[src/rtl/db_store_ctrl_pkg.sv]
// rtl/db_store_ctrl_pkg.sv - shared state encoding and store-buffer size constants
// Purpose: FSM state type and luma/chroma word counts shared by the DB store controller.
// Also supplies a default PIXEL_WIDTH when the build does not define one.
// Ports: none (package).
`ifndef PIXEL_WIDTH
`define PIXEL_WIDTH 8
`endif

package db_store_ctrl_pkg;

  typedef enum logic [2:0] {
    ST_IDLE  = 3'd0,
    ST_REQ   = 3'd1,
    ST_READ  = 3'd2,
    ST_DRAIN = 3'd3,
    ST_DONE  = 3'd4
  } store_state_t;

  localparam int NWORDS_LUMA   = 128;
  localparam int NWORDS_CHROMA = 64;

endpackage

[src/rtl/db_store_ctrl_if.sv]
// rtl/db_store_ctrl_if.sv - external bus handshake bundle of the DB store controller
// Purpose: groups bus request/grant, word stream and LCU position signals.
// Ports (master = controller side):
//   bus_req_o/bus_ack_i      bus request / grant
//   bus_valid_o/bus_ready_i  word handshake
//   bus_data_o, bus_last_o   word and last-word-of-LCU flag
//   bus_x_o, bus_y_o         position of the LCU being stored
interface db_store_ctrl_if #(
  parameter int DATA_W = 256,
  parameter int LCU_XW = 8
) ();

  logic              bus_req_o;
  logic              bus_ack_i;
  logic              bus_valid_o;
  logic              bus_ready_i;
  logic [DATA_W-1:0] bus_data_o;
  logic              bus_last_o;
  logic [LCU_XW-1:0] bus_x_o;
  logic [LCU_XW-1:0] bus_y_o;

  modport master (
    output bus_req_o, input bus_ack_i,
    output bus_valid_o, input bus_ready_i,
    output bus_data_o, output bus_last_o,
    output bus_x_o, output bus_y_o
  );

  modport slave (
    input bus_req_o, output bus_ack_i,
    input bus_valid_o, output bus_ready_i,
    input bus_data_o, input bus_last_o,
    input bus_x_o, input bus_y_o
  );

endinterface

[src/rtl/db_store_fifo.sv]
// rtl/db_store_fifo.sv - 2-entry output FIFO between store-RAM reads and the bus
// Purpose: buffers read words so bus backpressure never drops data.
// Ports: clk, rstn (async active-low); wr_en/wr_data push; rd_en pops;
//        rd_data is the head entry; count is the occupancy (0..2).
// The caller guarantees no push when full and no pop when empty.
module db_store_fifo #(
  parameter int W = 257
) (
  input  logic         clk,
  input  logic         rstn,
  input  logic         wr_en,
  input  logic [W-1:0] wr_data,
  input  logic         rd_en,
  output logic [W-1:0] rd_data,
  output logic [1:0]   count
);

  logic [W-1:0] mem [2];
  logic         wr_ptr;
  logic         rd_ptr;

  always_ff @(posedge clk or negedge rstn) begin
    if (!rstn) begin
      mem[0] <= '0;
      mem[1] <= '0;
      wr_ptr <= 1'b0;
      rd_ptr <= 1'b0;
      count  <= 2'd0;
    end else begin
      if (wr_en) begin
        mem[wr_ptr] <= wr_data;
        wr_ptr      <= ~wr_ptr;
      end
      if (rd_en) begin
        rd_ptr <= ~rd_ptr;
      end
      case ({wr_en, rd_en})
        2'b10:   count <= count + 2'd1;
        2'b01:   count <= count - 2'd1;
        default: count <= count;
      endcase
    end
  end

  assign rd_data = mem[rd_ptr];

endmodule

[src/rtl/db_store_ctrl.sv]
// rtl/db_store_ctrl.sv - drains deblocked LCU buffers from the store RAM onto the external bus
// Purpose: tracks how many of the 3 DB buffers are full, and for each full buffer
// requests the bus, reads NWORDS words from the store RAM through a 2-entry FIFO
// and streams them out tagged with the LCU (x,y) position.
// Build option: DB_STORE_CHROMA_EN -> 192 words per LCU (luma + interleaved uv),
// otherwise 128 luma words.
// Ports:
//   clk, rstn                        clock, async active-low reset
//   sysif_start_i                    picture start, clears LCU position
//   cfg_lcu_w_i, cfg_lcu_h_i         last LCU x / y index of the picture
//   db_done_i, db_stall_o            DB buffer filled / all buffers full
//   store_en_o, store_addr_o,
//   store_data_i, store_done_o       store-RAM read port and buffer-drained pulse
//   bus (db_store_ctrl_if.master)    bus request, word stream, LCU position
//   ovf_err_o                        sticky buffer overflow error
`ifndef PIXEL_WIDTH
`define PIXEL_WIDTH 8
`endif

module db_store_ctrl
  import db_store_ctrl_pkg::*;
#(
  parameter int STORE_AW = 8,
  parameter int DATA_W   = 32*`PIXEL_WIDTH,
  parameter int LCU_XW   = 8
) (
  input  logic                clk,
  input  logic                rstn,
  input  logic                sysif_start_i,
  input  logic [LCU_XW-1:0]   cfg_lcu_w_i,
  input  logic [LCU_XW-1:0]   cfg_lcu_h_i,
  input  logic                db_done_i,
  output logic                db_stall_o,
  output logic                store_en_o,
  output logic [STORE_AW-1:0] store_addr_o,
  input  logic [DATA_W-1:0]   store_data_i,
  output logic                store_done_o,
  db_store_ctrl_if.master     bus,
  output logic                ovf_err_o
);

`ifdef DB_STORE_CHROMA_EN
  localparam int NWORDS = NWORDS_LUMA + NWORDS_CHROMA;
`else
  localparam int NWORDS = NWORDS_LUMA;
`endif
  localparam logic [STORE_AW-1:0] LAST_ADDR = STORE_AW'(NWORDS - 1);

  store_state_t        state, state_nx;
  logic [1:0]          occ;
  logic                db_accept;
  logic [STORE_AW-1:0] rd_addr;
  logic                rd_last;
  logic                inflight;
  logic                inflight_last;
  logic [1:0]          fifo_cnt;
  logic [DATA_W:0]     fifo_head;
  logic                pop;
  logic [2:0]          slots_used;
  logic [LCU_XW-1:0]   pos_x, pos_y;
  logic                start_pend;
  logic                bus_req;
  logic                store_done;

  // A full set of buffers only accepts a new one if one drains in the same cycle.
  assign db_accept  = db_done_i && ((occ != 2'd3) || store_done);
  assign db_stall_o = (occ == 2'd3);

  always_ff @(posedge clk or negedge rstn) begin
    if (!rstn) begin
      occ       <= 2'd0;
      ovf_err_o <= 1'b0;
    end else begin
      case ({db_accept, store_done})
        2'b10:   occ <= occ + 2'd1;
        2'b01:   occ <= occ - 2'd1;
        default: occ <= occ;
      endcase
      if (db_done_i && !db_accept) begin
        ovf_err_o <= 1'b1;
      end
    end
  end

  always_ff @(posedge clk or negedge rstn) begin
    if (!rstn) begin
      state <= ST_IDLE;
    end else begin
      state <= state_nx;
    end
  end

  always_comb begin
    state_nx   = state;
    bus_req    = 1'b0;
    store_done = 1'b0;
    case (state)
      ST_IDLE: begin
        if (occ != 2'd0) state_nx = ST_REQ;
      end
      ST_REQ: begin
        bus_req = 1'b1;
        if (bus.bus_ack_i) state_nx = ST_READ;
      end
      ST_READ: begin
        bus_req = 1'b1;
        if (store_en_o && rd_last) state_nx = ST_DRAIN;
      end
      ST_DRAIN: begin
        bus_req = 1'b1;
        if ((fifo_cnt == 2'd0) && !inflight) state_nx = ST_DONE;
      end
      ST_DONE: begin
        store_done = 1'b1;
        state_nx   = ST_IDLE;
      end
      default: state_nx = ST_IDLE;
    endcase
  end

  assign store_done_o  = store_done;
  assign bus.bus_req_o = bus_req;

  // Read issue: count the slot freed by this cycle's pop, so a steady
  // ready stream gets one word per cycle while a stalled bus never sees
  // more than 2 words outstanding (FIFO entries + read in flight).
  assign pop        = bus.bus_valid_o && bus.bus_ready_i;
  assign slots_used = {1'b0, fifo_cnt} + {2'b00, inflight} - {2'b00, pop};
  assign rd_last    = (rd_addr == LAST_ADDR);
  assign store_en_o   = (state == ST_READ) && (slots_used < 3'd2);
  assign store_addr_o = rd_addr;

  always_ff @(posedge clk or negedge rstn) begin
    if (!rstn) begin
      rd_addr       <= '0;
      inflight      <= 1'b0;
      inflight_last <= 1'b0;
    end else begin
      inflight      <= store_en_o;
      inflight_last <= store_en_o && rd_last;
      if (store_en_o) begin
        rd_addr <= rd_last ? '0 : rd_addr + 1'b1;
      end
    end
  end

  // The last-word flag travels with the data through the FIFO.
  db_store_fifo #(.W(DATA_W + 1)) u_fifo (
    .clk     (clk),
    .rstn    (rstn),
    .wr_en   (inflight),
    .wr_data ({inflight_last, store_data_i}),
    .rd_en   (pop),
    .rd_data (fifo_head),
    .count   (fifo_cnt)
  );

  assign bus.bus_valid_o = (fifo_cnt != 2'd0);
  assign bus.bus_data_o  = bus.bus_valid_o ? fifo_head[DATA_W-1:0] : '0;
  assign bus.bus_last_o  = bus.bus_valid_o && fifo_head[DATA_W];

  // Position only moves in IDLE (start clear) or DONE (advance), so it is
  // stable for the whole REQ..DONE window of a store.
  always_ff @(posedge clk or negedge rstn) begin
    if (!rstn) begin
      pos_x      <= '0;
      pos_y      <= '0;
      start_pend <= 1'b0;
    end else if ((state == ST_IDLE) && (sysif_start_i || start_pend)) begin
      pos_x      <= '0;
      pos_y      <= '0;
      start_pend <= 1'b0;
    end else begin
      if (sysif_start_i) start_pend <= 1'b1;
      if (store_done) begin
        if (pos_x == cfg_lcu_w_i) begin
          pos_x <= '0;
          pos_y <= (pos_y == cfg_lcu_h_i) ? '0 : pos_y + 1'b1;
        end else begin
          pos_x <= pos_x + 1'b1;
        end
      end
    end
  end

  assign bus.bus_x_o = pos_x;
  assign bus.bus_y_o = pos_y;

endmodule
[src/flat_wrapper.sv]
// flat-port wrapper written by rule: the top's interface ports become plain ports
module db_store_ctrl_flat import db_store_ctrl_pkg::*;
#(
  parameter int STORE_AW = 8,
  parameter int DATA_W   = 32*`PIXEL_WIDTH,
  parameter int LCU_XW   = 8
)
  (clk, rstn, sysif_start_i, cfg_lcu_w_i, cfg_lcu_h_i, db_done_i, db_stall_o, store_en_o, store_addr_o, store_data_i, store_done_o, ovf_err_o, bus_bus_req_o, bus_bus_ack_i, bus_bus_valid_o, bus_bus_ready_i, bus_bus_data_o, bus_bus_last_o, bus_bus_x_o, bus_bus_y_o);
  db_store_ctrl_if #(.DATA_W(DATA_W), .LCU_XW(LCU_XW)) bus_i ();
  input  logic clk;
  input  logic rstn;
  input  logic sysif_start_i;
  input  logic [LCU_XW-1:0] cfg_lcu_w_i;
  input  logic [LCU_XW-1:0] cfg_lcu_h_i;
  input  logic db_done_i;
  output logic db_stall_o;
  output logic store_en_o;
  output logic [STORE_AW-1:0] store_addr_o;
  input  logic [DATA_W-1:0] store_data_i;
  output logic store_done_o;
  output logic ovf_err_o;
  output wire logic [$bits(bus_i.bus_req_o)-1:0] bus_bus_req_o;
  input wire logic [$bits(bus_i.bus_ack_i)-1:0] bus_bus_ack_i;
  output wire logic [$bits(bus_i.bus_valid_o)-1:0] bus_bus_valid_o;
  input wire logic [$bits(bus_i.bus_ready_i)-1:0] bus_bus_ready_i;
  output wire logic [$bits(bus_i.bus_data_o)-1:0] bus_bus_data_o;
  output wire logic [$bits(bus_i.bus_last_o)-1:0] bus_bus_last_o;
  output wire logic [$bits(bus_i.bus_x_o)-1:0] bus_bus_x_o;
  output wire logic [$bits(bus_i.bus_y_o)-1:0] bus_bus_y_o;
  assign bus_bus_req_o = bus_i.bus_req_o;
  assign bus_i.bus_ack_i = bus_bus_ack_i;
  assign bus_bus_valid_o = bus_i.bus_valid_o;
  assign bus_i.bus_ready_i = bus_bus_ready_i;
  assign bus_bus_data_o = bus_i.bus_data_o;
  assign bus_bus_last_o = bus_i.bus_last_o;
  assign bus_bus_x_o = bus_i.bus_x_o;
  assign bus_bus_y_o = bus_i.bus_y_o;
  db_store_ctrl #(.STORE_AW(STORE_AW), .DATA_W(DATA_W), .LCU_XW(LCU_XW)) u_core (.clk(clk), .rstn(rstn), .sysif_start_i(sysif_start_i), .cfg_lcu_w_i(cfg_lcu_w_i), .cfg_lcu_h_i(cfg_lcu_h_i), .db_done_i(db_done_i), .db_stall_o(db_stall_o), .store_en_o(store_en_o), .store_addr_o(store_addr_o), .store_data_i(store_data_i), .store_done_o(store_done_o), .bus(bus_i), .ovf_err_o(ovf_err_o));
endmodule
[config.mk]
export PLATFORM = sky130hd
export DESIGN_NAME = db_store_ctrl_flat
export DESIGN_NICKNAME = d
export VERILOG_FILES = /design/src/rtl/db_store_ctrl_pkg.sv /design/src/rtl/db_store_ctrl_if.sv /design/src/rtl/db_store_fifo.sv /design/src/rtl/db_store_ctrl.sv /design/src/flat_wrapper.sv
export SDC_FILE = /design/constraint.sdc
export NUM_CORES = 1
export LEC_CHECK = 0
export BUFFER_PORTS_ARGS = -buffer_cell sky130_fd_sc_hd__buf_2
export CORE_AREA = 2 2 218 220
export CTS_BUF_LIST = sky130_fd_sc_hd__clkbuf_8 sky130_fd_sc_hd__clkbuf_16
export DETAILED_ROUTE_END_ITERATION = 7
export DIE_AREA = 0 0 220 222
export PLACE_DENSITY = 0.85
export SETUP_SLACK_MARGIN = 0.05
export SYNTH_ARGS = -nofsm -noshare
export SYNTH_HDL_FRONTEND = slang
export SYNTH_SLANG_ARGS = --single-unit
[constraint.sdc]
create_clock -name clk -period 2.8 [get_ports clk]
set_input_delay 0.28 -clock clk [delete_from_list [all_inputs] [get_ports clk]]
set_output_delay 0.28 -clock clk [all_outputs]
set_load 0.02 [all_outputs]
* Word level (Yosys, flattened, before mapping)
Index checks and enable logic that the tools add are counted.
** Word-level totals
- Flip-flop bits (word level) :: 551
- Input port bits :: 278
- Output and inout port bits :: 287
- Word-level logic and storage cells :: 99
** Cells by class
- Add/subtract/negate cells :: 9
- Magnitude comparators :: 4
- Equal/unequal tests :: 17
- Muxes and demuxes :: 26
- Bitwise operators :: 4
- Reductions and logical operators :: 25
** Operator list (count)
- 257-bit two-way mux :: 4
- 514-bit bitwise mux :: 1
- 257-bit demux with 1-bit select :: 1
- 256-bit two-way mux :: 1
- 8-bit two-way mux :: 8
- 8-bit by 1-bit adder with 8-bit output, second input constant :: 3
- 8-bit equality test :: 2
- 2-bit nonzero test :: 7
- 3-bit two-way mux :: 4
- 3-bit one-hot mux with 4 select lines :: 1
- 1-bit logical AND :: 9
- 8-bit by 7-bit equality test with 1-bit output, second input constant :: 1
- 2-bit one-hot mux with 2 select lines :: 2
- 2-bit equality test, second input constant :: 3
- 3-bit by 2-bit equality test with 1-bit output, second input constant :: 2
- 2-bit by 1-bit != test with 1-bit output, second input constant :: 3
- 2-bit by 1-bit adder with 2-bit output, second input constant :: 2
- 2-bit by 1-bit equality test with 1-bit output, second input constant :: 2
- 2-bit greater-or-equal comparator, second input constant :: 2
- 1-bit two-way mux :: 4
- 2-bit != test, second input constant :: 2
- 1-bit inverter with 2-bit output :: 2
- 4-bit AND reduction :: 1
- 2-bit by 1-bit subtractor with 2-bit output, second input constant :: 2
- other kinds (13) :: 16

* Depth between registers and ports, before layout
Gate-level depths: netlist (run 1).
- Depth after elaboration :: 8
- Depth in mapped cells :: 11
- Mapped depth without buffers :: 10

* Cells and area by module
From an unflattened synthesis (run 1), not the netlist that was laid out.
** Second synthesis, totals
- Cell total of the unflattened synthesis :: 1873
- Area, all modules :: 27010.9 um^2
** By module, submodules not included
- db_store_fifo :: times used 1, cells each 1384, area an instance 23425.0 um^2, sequential area each 12962.4 um^2
- db_store_ctrl :: times used 1, cells each 489, area an instance 3585.9 um^2, sequential area each 825.8 um^2

* Least setup slack after synthesis (run 1)
OpenSTA, ideal clock, no wires.
- Kind :: register -> register
- Start point :: register u_core.u_fifo.count[1]
- End point :: register u_core.rd_addr[1] (netlist: u_core.store_addr_o[1])
- Library setup time :: 125 ps
- Data arrival time :: 2446 ps
- Required time :: 2675 ps
- Path slack :: 229 ps
- Stages on the path, launching flop included :: 10
- Path buffers :: 1
- Period minus slack after synthesis :: 2571 ps
- Path through :: dfrtp_1 > nor2_1 > inv_1 > nand2_1 > nor2_1 > fa_1 > nand2b_1 > nor4_1 > buf_2 > mux2_2
** On the way
- Cells in the longest elaborated chain, start to end :: 5
- Elaborated cells on any way between the ends :: 6
- Classes of those cells :: add/sub: 2; order compare: 1; reduce/logical: 3
** Ends and longest elaborated chain
- start, declared :: line db_store_fifo.sv:15 : output logic [1:0] count
- start signal, assigned :: line db_store_fifo.sv:38 : 2'b10: count <= count + 2'd1;
- start signal, assigned :: line db_store_fifo.sv:39 : 2'b01: count <= count - 2'd1;
- start signal, assigned :: line db_store_fifo.sv:40 : default: count <= count;
- 2-bit nonzero test :: line db_store_ctrl.sv:158 : assign bus.bus_valid_o = (fifo_cnt != 2'd0);
- named net bus_bus_valid_o :: line flat_wrapper.sv:24 : output wire logic [$bits(bus_i.bus_valid_o)-1:0] bus_bus_valid_o;
- 1-bit logical AND :: line db_store_ctrl.sv:127 : assign pop = bus.bus_valid_o && bus.bus_ready_i;
- 3-bit by 1-bit subtractor with 3-bit output :: line db_store_ctrl.sv:128 : assign slots_used = {1'b0, fifo_cnt} + {2'b00, inflight} - {2'b00, pop};
- 3-bit by 2-bit < comparator with 1-bit output :: line db_store_ctrl.sv:130 : assign store_en_o = (state == ST_READ) && (slots_used < 3'd2);
- 1-bit logical AND :: line db_store_ctrl.sv:130
- named net store_en_o :: line flat_wrapper.sv:17 : output logic store_en_o;
- end signal, assigned :: line db_store_ctrl.sv:142 : rd_addr <= rd_last ? '0 : rd_addr + 1'b1;
- end, declared :: line db_store_ctrl.sv:52 : logic [STORE_AW-1:0] rd_addr;
The timed path passes the listed nets, and every way through them passes these cells.
A chain may end at the register's enable or synchronous reset.

* Worst setup path after layout (run 1)
- Start point :: register u_core.u_fifo.count[1]
- End point :: output store_en_o
** On the way
- Cells in the longest elaborated chain, start to end :: 5
- Elaborated cells on any way between the ends :: 6
- Classes of those cells :: add/sub: 2; order compare: 1; reduce/logical: 3
** Ends and longest elaborated chain (line)
- parallel branches: the longest is 2 deep, another holds 2-bit by 1-bit adder with 3-bit output
- 3-bit by 1-bit subtractor with 3-bit output (*) :: db_store_ctrl.sv:128
- 3-bit by 2-bit < comparator with 1-bit output (*) :: db_store_ctrl.sv:130
- 1-bit logical AND (*) :: db_store_ctrl.sv:130
- end, declared :: flat_wrapper.sv:17
Mark *: on every way between the ends.

==> flow_metrics.env, run 1 <==
export IMPL_status="finished clean"
export IMPL_drt_pass1_iterations=5
export IMPL_hold_viol=0
export IMPL_dp_hpwl_mm=42.2
export IMPL_port_buffer_count=564
export IMPL_wl_per_cell_um=21.9
export IMPL_first_iter_violations=1244
export IMPL_htreeDepth=2
export IMPL_tns_ns=0
export IMPL_rsz0062_at_grt="yes"
export IMPL_start_util_pct=53.6
export IMPL_cts_tree="yes"
export IMPL_p_leak_nw=15.9
export IMPL_ant_nets=0
export IMPL_coreArea_mm2=0.0463
export IMPL_synth_edff_count=0
export IMPL_finalSetupViolations=0
export IMPL_cts_buffers=57
export IMPL_drc=0
export IMPL_grt_most_used_layer="met2"
export IMPL_min_path_type="in2reg"
export IMPL_ys_types=40
export IMPL_synth_commonest_cells="551 x dfrtp_1, 516 x mux2_2, 279 x nor2_1"
export IMPL_synthesis_area_mm2=0.0248
export IMPL_rows=79
export IMPL_fin_crit_ns=2.72
export IMPL_yosysWarnings=0
export IMPL_vias=18876
export IMPL_ys_async_sr_fraction_pct=100
export IMPL_vias_per_cell=5.64
export IMPL_fin_skew_ns=0.0256
export IMPL_cp_data_arrival_time_ns=2.44
export IMPL_avgSynthCellArea_um2=13.2
export IMPL_die_y_um=222
export IMPL_root_buffer="clkbuf_16"
export IMPL_syn_to_final_growth_pct=33.2
export IMPL_routed_wl_mm=73.3
export IMPL_synth_top_area_cell="dfrtp_1"
export IMPL_power_density_mw_per_mm2=1160
export IMPL_critPathMaxFanout=3
export IMPL_cp_required_ns=2.52
export IMPL_path_clk_slew_ns=0.06
export IMPL_synthTopCellsByArea="dfrtp_1 56%, mux2_2 23%, mux2i_1 10%, nor2_1 4.2%, buf_2 1.7%"
export IMPL_synthFlopType="dfrtp_1"
export IMPL_grtUsageMet1_pct=32.3
export IMPL_fillerInstances=2687
export IMPL_startpoint_type="flip-flop"
export IMPL_whs_ns=0.0546
export IMPL_use_met3_pct=5.17
export IMPL_grt_pass1_vias=20656
export IMPL_met2_usage_pct=52.2
export IMPL_synth_nets=2159
export IMPL_finish_utilization_pct=71.4
export IMPL_worstSetupEndpointType="output port"
export IMPL_worst_slew_pin_slew_ns=0.763
export IMPL_overflow=0
export IMPL_netlist_instances=1877
export IMPL_clock_path_buffers=3
export IMPL_grt_max_degree=123
export IMPL_slew_headroom_pct=49.1
export IMPL_place_inst=2968
export IMPL_yosysMostFrequentCell="dfrtp_1"
export IMPL_peakVddDrop_mv=0.886
export IMPL_max_freq_mhz=368
export IMPL_slew_violations=0
export IMPL_clk_latency_ns=0.60
export IMPL_die_area_mm2=0.0488
export IMPL_grt_pass1_wl_mm=112
export IMPL_fin_crit_sh_pct=97.0
export IMPL_drive_gt1_share_pct=45.3
export IMPL_top_level_ports=565
export IMPL_dpl_cell_area_mm2=0.0284
export IMPL_clkSinkCount=551
export IMPL_antenna_found_initial=7
export IMPL_gp_congestion=0.848
export IMPL_synth_seq_cells=551
export IMPL_layout_cells_non_filler=3349
export IMPL_synth_top_area_share_pct=55.6
export IMPL_criticalPathCategory="reg2out"
export IMPL_die_x_um=220
export IMPL_fin_nets=2972
export IMPL_maxCapViolCount=0
export IMPL_stdcell_area_mm2=0.0330
export IMPL_ys_seq_area_share_pct=55.6
export IMPL_track_usage_pct=29.1
-- registers in the layout, summed over array words and instances (netlist names) --
register and cells:
u_core.bus.bus_x_o 8, u_core.bus.bus_y_o 8, u_core.inflight 1, u_core.inflight_last 1
u_core.occ 2, u_core.ovf_err_o 1, u_core.start_pend 1, u_core.state 3
u_core.store_addr_o 8, u_core.u_fifo.count 2, u_core.u_fifo.mem 514, u_core.u_fifo.rd_ptr 1
u_core.u_fifo.wr_ptr 1
-- cell type report --
cell class	count	area [um2]	share of cell area, %
clock buffers	74	1680	5.09
repair buffers	873	6060	18.3
clock inverters	30	231	0.701
flip-flops and latches	551	13800	41.7
diodes	7	17.5	0.0530
well taps	607	759	2.30
inverters	8	30.0	0.0909
multi-input cells	1199	10500	31.7
-- cells by family (layout without fill, tap and decap cells) --
kind of cell             count (synthesis)  in the layout  share of synthesized area (%)
buffers and inverters                  127            985                           2.38
AND/OR/NAND/NOR                        358            358                           6.09
other                                    0              7                              0
flip-flops                             551            551                           55.6
multiplexers                           773            773                           33.8
adder cells (fa/ha/maj)                  4              4                          0.232
AO/OA/AOI/OAI                           30             30                          0.701
XOR/XNOR                                34             34                           1.20
-- critical path: stages, from the launching register on --
cell      delay [ns]
dfrtp_2         0.44
nor2_4          0.13
inv_2           0.06
nand2_2         0.07
nor2_2          0.04
fa_1            0.47
nand2b_1        0.09
nor4_4          0.26
buf_4           0.18
buf_6           0.12
-- per-layer routing --
metal	up-vias	part of all wire, %
met2	840	52
met4	0	5.4
met1	9591	37
li1	8163	-
met5	-	0
met3	282	5.5
-- timing repair --
| item | in CTS | in global routing |
|---|---|---|
| setup buffers | 3 | 5 |
| gates cloned | 1 | 1 |
| hold endpoints to repair | 588 | 0 |
| pin swaps | 3 | 3 |
| gates resized for setup | 8 | 5 |
| setup endpoints to repair | 138 | 76 |
| hold buffers | 260 | 0 |
-- where the power goes --
group	switching, mW	total, mW	internal, mW
Sequential	2.46	14.4	12.0
Combinational	8.65	16.4	7.73
Clock	3.17	7.65	4.48
Total	14.3	38.4	24.2
-- cell usage in the layout, fill, tap and decap left out, types with 6 or more instances in the layout --
| master | count |
|---|---|
| a21oi_1 | 13 |
| and3_1 | 6 |
| buf_12 | 15 |
| buf_2 | 562 |
| buf_4 | 29 |
| clkbuf_16 | 60 |
| clkbuf_8 | 15 |
| clkinv_2 | 10 |
| dfrtp_1 | 549 |
| diode_2 | 7 |
| dlygate4sd3_1 | 260 |
| inv_1 | 17 |
| mux2_2 | 516 |
| mux2i_1 | 257 |
| nand2_1 | 25 |
| nand3_1 | 7 |
| nor2_1 | 277 |
| o21ai_0 | 6 |
| or3_1 | 7 |
| xnor2_1 | 8 |
| xor2_1 | 26 |
-- final timing paths --
path / from / endpoint / slack [ns] / depth (start not counted)
max: u_core.u_fifo.count[1] / store_en_o / 0.08 / 9
min: bus_bus_ack_i / u_core.state[0] / 0.05 / 4
max reg2reg: u_core.u_fifo.count[1] / u_core.state[0] / 0.27 / 13
min reg2reg: u_core.ovf_err_o / u_core.ovf_err_o / 0.47 / 1
max in group asynchronous: rstn / u_core.u_fifo.mem[346] / 1.49 / 3
min in group asynchronous: rstn / u_core.u_fifo.mem[262] / 0.36 / 2
-- stage by stage --
stage | power [mW] | worst slack (ns)
4_1_cts | 37.7 | -0.0188
6_report | 38.4 | 0.0842
3_3_place_gp | 28.6 | 0.345
2_1_floorplan | 24.8 | 0.229
3_5_place_dp | 29.5 | 0.276
5_1_grt | 40.2 | 0.00186
No activity file was read; power rests on OpenSTA's default activity.
==> inputs of run 2 (changes only) <==
--- a/config.mk
+++ b/config.mk
@@ -10,7 +10,7 @@
 export CTS_BUF_LIST = sky130_fd_sc_hd__clkbuf_8 sky130_fd_sc_hd__clkbuf_16
 export DETAILED_ROUTE_END_ITERATION = 7
 export DIE_AREA = 0 0 220 222
-export PLACE_DENSITY = 0.85
+export PLACE_DENSITY = 0.79
 export SETUP_SLACK_MARGIN = 0.05
 export SYNTH_ARGS = -nofsm -noshare
 export SYNTH_HDL_FRONTEND = slang
==> constraint.sdc (replaced) <==
create_clock -name clk -period 2.8 [get_ports clk]
set_input_delay 0.42 -clock clk [delete_from_list [all_inputs] [get_ports clk]]
set_output_delay 0.42 -clock clk [all_outputs]
set_load 0.02 [all_outputs]
==> flow_metrics.env, run 2 (synthesized netlist as in run 1, its figures left out) <==
export IMPL_peakVddDrop_mv=0.794
export IMPL_vias_per_cell=5.48
export IMPL_start_util_pct=53.6
export IMPL_overflow=0
export IMPL_largest_reg_flops=514
export IMPL_fin_crit_ns=2.77
export IMPL_slew_headroom_pct=53.7
export IMPL_port_buffer_count=564
export IMPL_clk_latency_ns=0.60
export IMPL_regArea_mm2=0.0138
export IMPL_clock_path_buffers=3
export IMPL_hold_viol=0
export IMPL_slew_violations=0
export IMPL_antenna_found_initial=31
export IMPL_cp_data_arrival_time_ns=2.35
export IMPL_finalSetupViolations=0
export IMPL_max_freq_mhz=361
export IMPL_criticalPathCategory="reg2out"
export IMPL_min_path_type="in2reg"
export IMPL_clkSinkCount=551
export IMPL_stdcell_area_mm2=0.0305
export IMPL_die_area_mm2=0.0488
export IMPL_coreArea_mm2=0.0463
export IMPL_cts_buffers=56
export IMPL_die_x_um=220
export IMPL_maxCapViolCount=0
export IMPL_pre_cts_slack_ns=0.196
export IMPL_power_density_mw_per_mm2=1220
export IMPL_fin_crit_sh_pct=99.0
export IMPL_rows=79
export IMPL_vias=17015
export IMPL_status="finished clean"
export IMPL_fin_skew_ns=0.0139
export IMPL_path_clk_slew_ns=0.06
export IMPL_htreeDepth=2
export IMPL_wl_met2_mm=32.9
export IMPL_gp_congestion=0.850
export IMPL_grt_max_degree=102
export IMPL_fillerInstances=3394
export IMPL_startpoint_type="flip-flop"
export IMPL_grt_pass1_vias=18131
export IMPL_setup_ws_ns=0.0291
export IMPL_drt_met1_wl_mm=24.6
export IMPL_cts_tree="yes"
export IMPL_top_level_ports=565
export IMPL_drt_pass1_iterations=5
export IMPL_largest_register="u_core.u_fifo.mem"
export IMPL_p_leak_nw=14.9
export IMPL_grt_pass1_wl_mm=98.4
export IMPL_dp_hpwl_mm=43.3
export IMPL_most_common_layout_cells="562 x buf_2, 549 x dfrtp_1, 516 x mux2_2"
export IMPL_cp_required_ns=2.38
export IMPL_drive_gt1_share_pct=50.1
export IMPL_root_buffer="clkbuf_16"
export IMPL_reg2reg_setup_slack_ns=0.38
export IMPL_ant_nets=0
export IMPL_whs_ns=0.0673
export IMPL_rsz0062_at_grt="yes"
export IMPL_multiInputGateArea_mm2=0.0105
export IMPL_worst_slew_pin_slew_ns=0.695
export IMPL_syn_to_final_growth_pct=23.1
export IMPL_track_usage_pct=25.7
export IMPL_dpl_cell_area_mm2=0.0284
export IMPL_wl_met3_mm=4.41
export IMPL_worstSetupEndpointType="output port"
export IMPL_layout_commonest_cell="buf_2"
export IMPL_first_iter_violations=1029
export IMPL_die_y_um=222
export IMPL_p_total_mw=37.2
export IMPL_drc=0
export IMPL_routed_wl_mm=64.2
export IMPL_critPathMaxFanout=2
export IMPL_dr_max_layer_used="met5"
export IMPL_fin_nets=2718
export IMPL_wl_per_cell_um=20.7
## run 2: changes by cell type in the layout (fill, tap and decap cells not counted), moves of 3 or more
cell           previous run  this run
dlygate4sd3_1           260         1
buf_8                     1         5
mux2i_2                   0         7
mux2i_1                 257       250
diode_2                   7        21
clkinv_2                 10         5
inv_1                    17        23
buf_16                    2         5
## run 2: metrics by stage
stage | setup TNS, ns | std cells | utilization (%)
after detailed placement | 0 | 2972 | 61.4
after global placement | 0 | 2972 | 61.4
after CTS | -0.0350 | 3079 | 65.6
after global routing | -0.0827 | 3100 | 66.0
after floorplan | 0 | 1877 | -
final | 0 | 3103 | 66.0
## run 2: worst paths after layout
| kind | from | endpoint | cells after the start |
|---|---|---|---|
| worst max-delay path | u_core.u_fifo.count[1] | store_en_o | 9 |
| worst min-delay path | store_data_i[236] | u_core.u_fifo.mem[493] | 2 |
| worst max register to register | u_core.u_fifo.count[1] | u_core.state[0] | 13 |
| worst min register to register | u_core.ovf_err_o | u_core.ovf_err_o | 1 |
| max in group asynchronous | rstn | u_core.u_fifo.mem[72] | 3 |
| min in group asynchronous | rstn | u_core.u_fifo.mem[26] | 2 |
## run 2: repair_timing
| action | in CTS | in global routing |
|---|---|---|
| setup endpoints to repair | 149 | 64 |
| hold buffers | 1 | 0 |
| pin swaps | 3 | 1 |
| resized for setup | 19 | 11 |
| hold endpoints to repair | 61 | 0 |
| setup buffers | 7 | 1 |
| cloned | 2 | 2 |
## run 2: power by group
group	total (mW)	switching (mW)	internal [mW]
clock	7.17	2.99	4.18
sequential	14.1	2.14	12.0
combinational	16.0	8.26	7.72
total	37.2	13.4	23.9
## run 2: critical path, stage by stage, from the launching register on
cell and delay, ns:
dfrtp_2 0.43, nor2_4 0.11, inv_2 0.05, nand2_2 0.06
nor2_2 0.04, fa_1 0.47, nand2b_1 0.06, nor4_2 0.24
buf_4 0.18, buf_6 0.12
## run 2: cell type report
cell class | instances | area share, %
multi-input cells | 1199 | 34.3
repair buffers | 620 | 11.9
flip-flops and latches | 551 | 45.2
well taps | 607 | 2.49
inverters | 8 | 0.0984
clock buffers | 70 | 5.26
clock inverters | 27 | 0.574
diodes | 21 | 0.172
## run 2: metal layers
metal  track usage, %  up-vias
met5                0        -
met4             11.2       20
met3             6.21      150
met2             44.7      522
met1             30.1     8676
li1                 -     7647
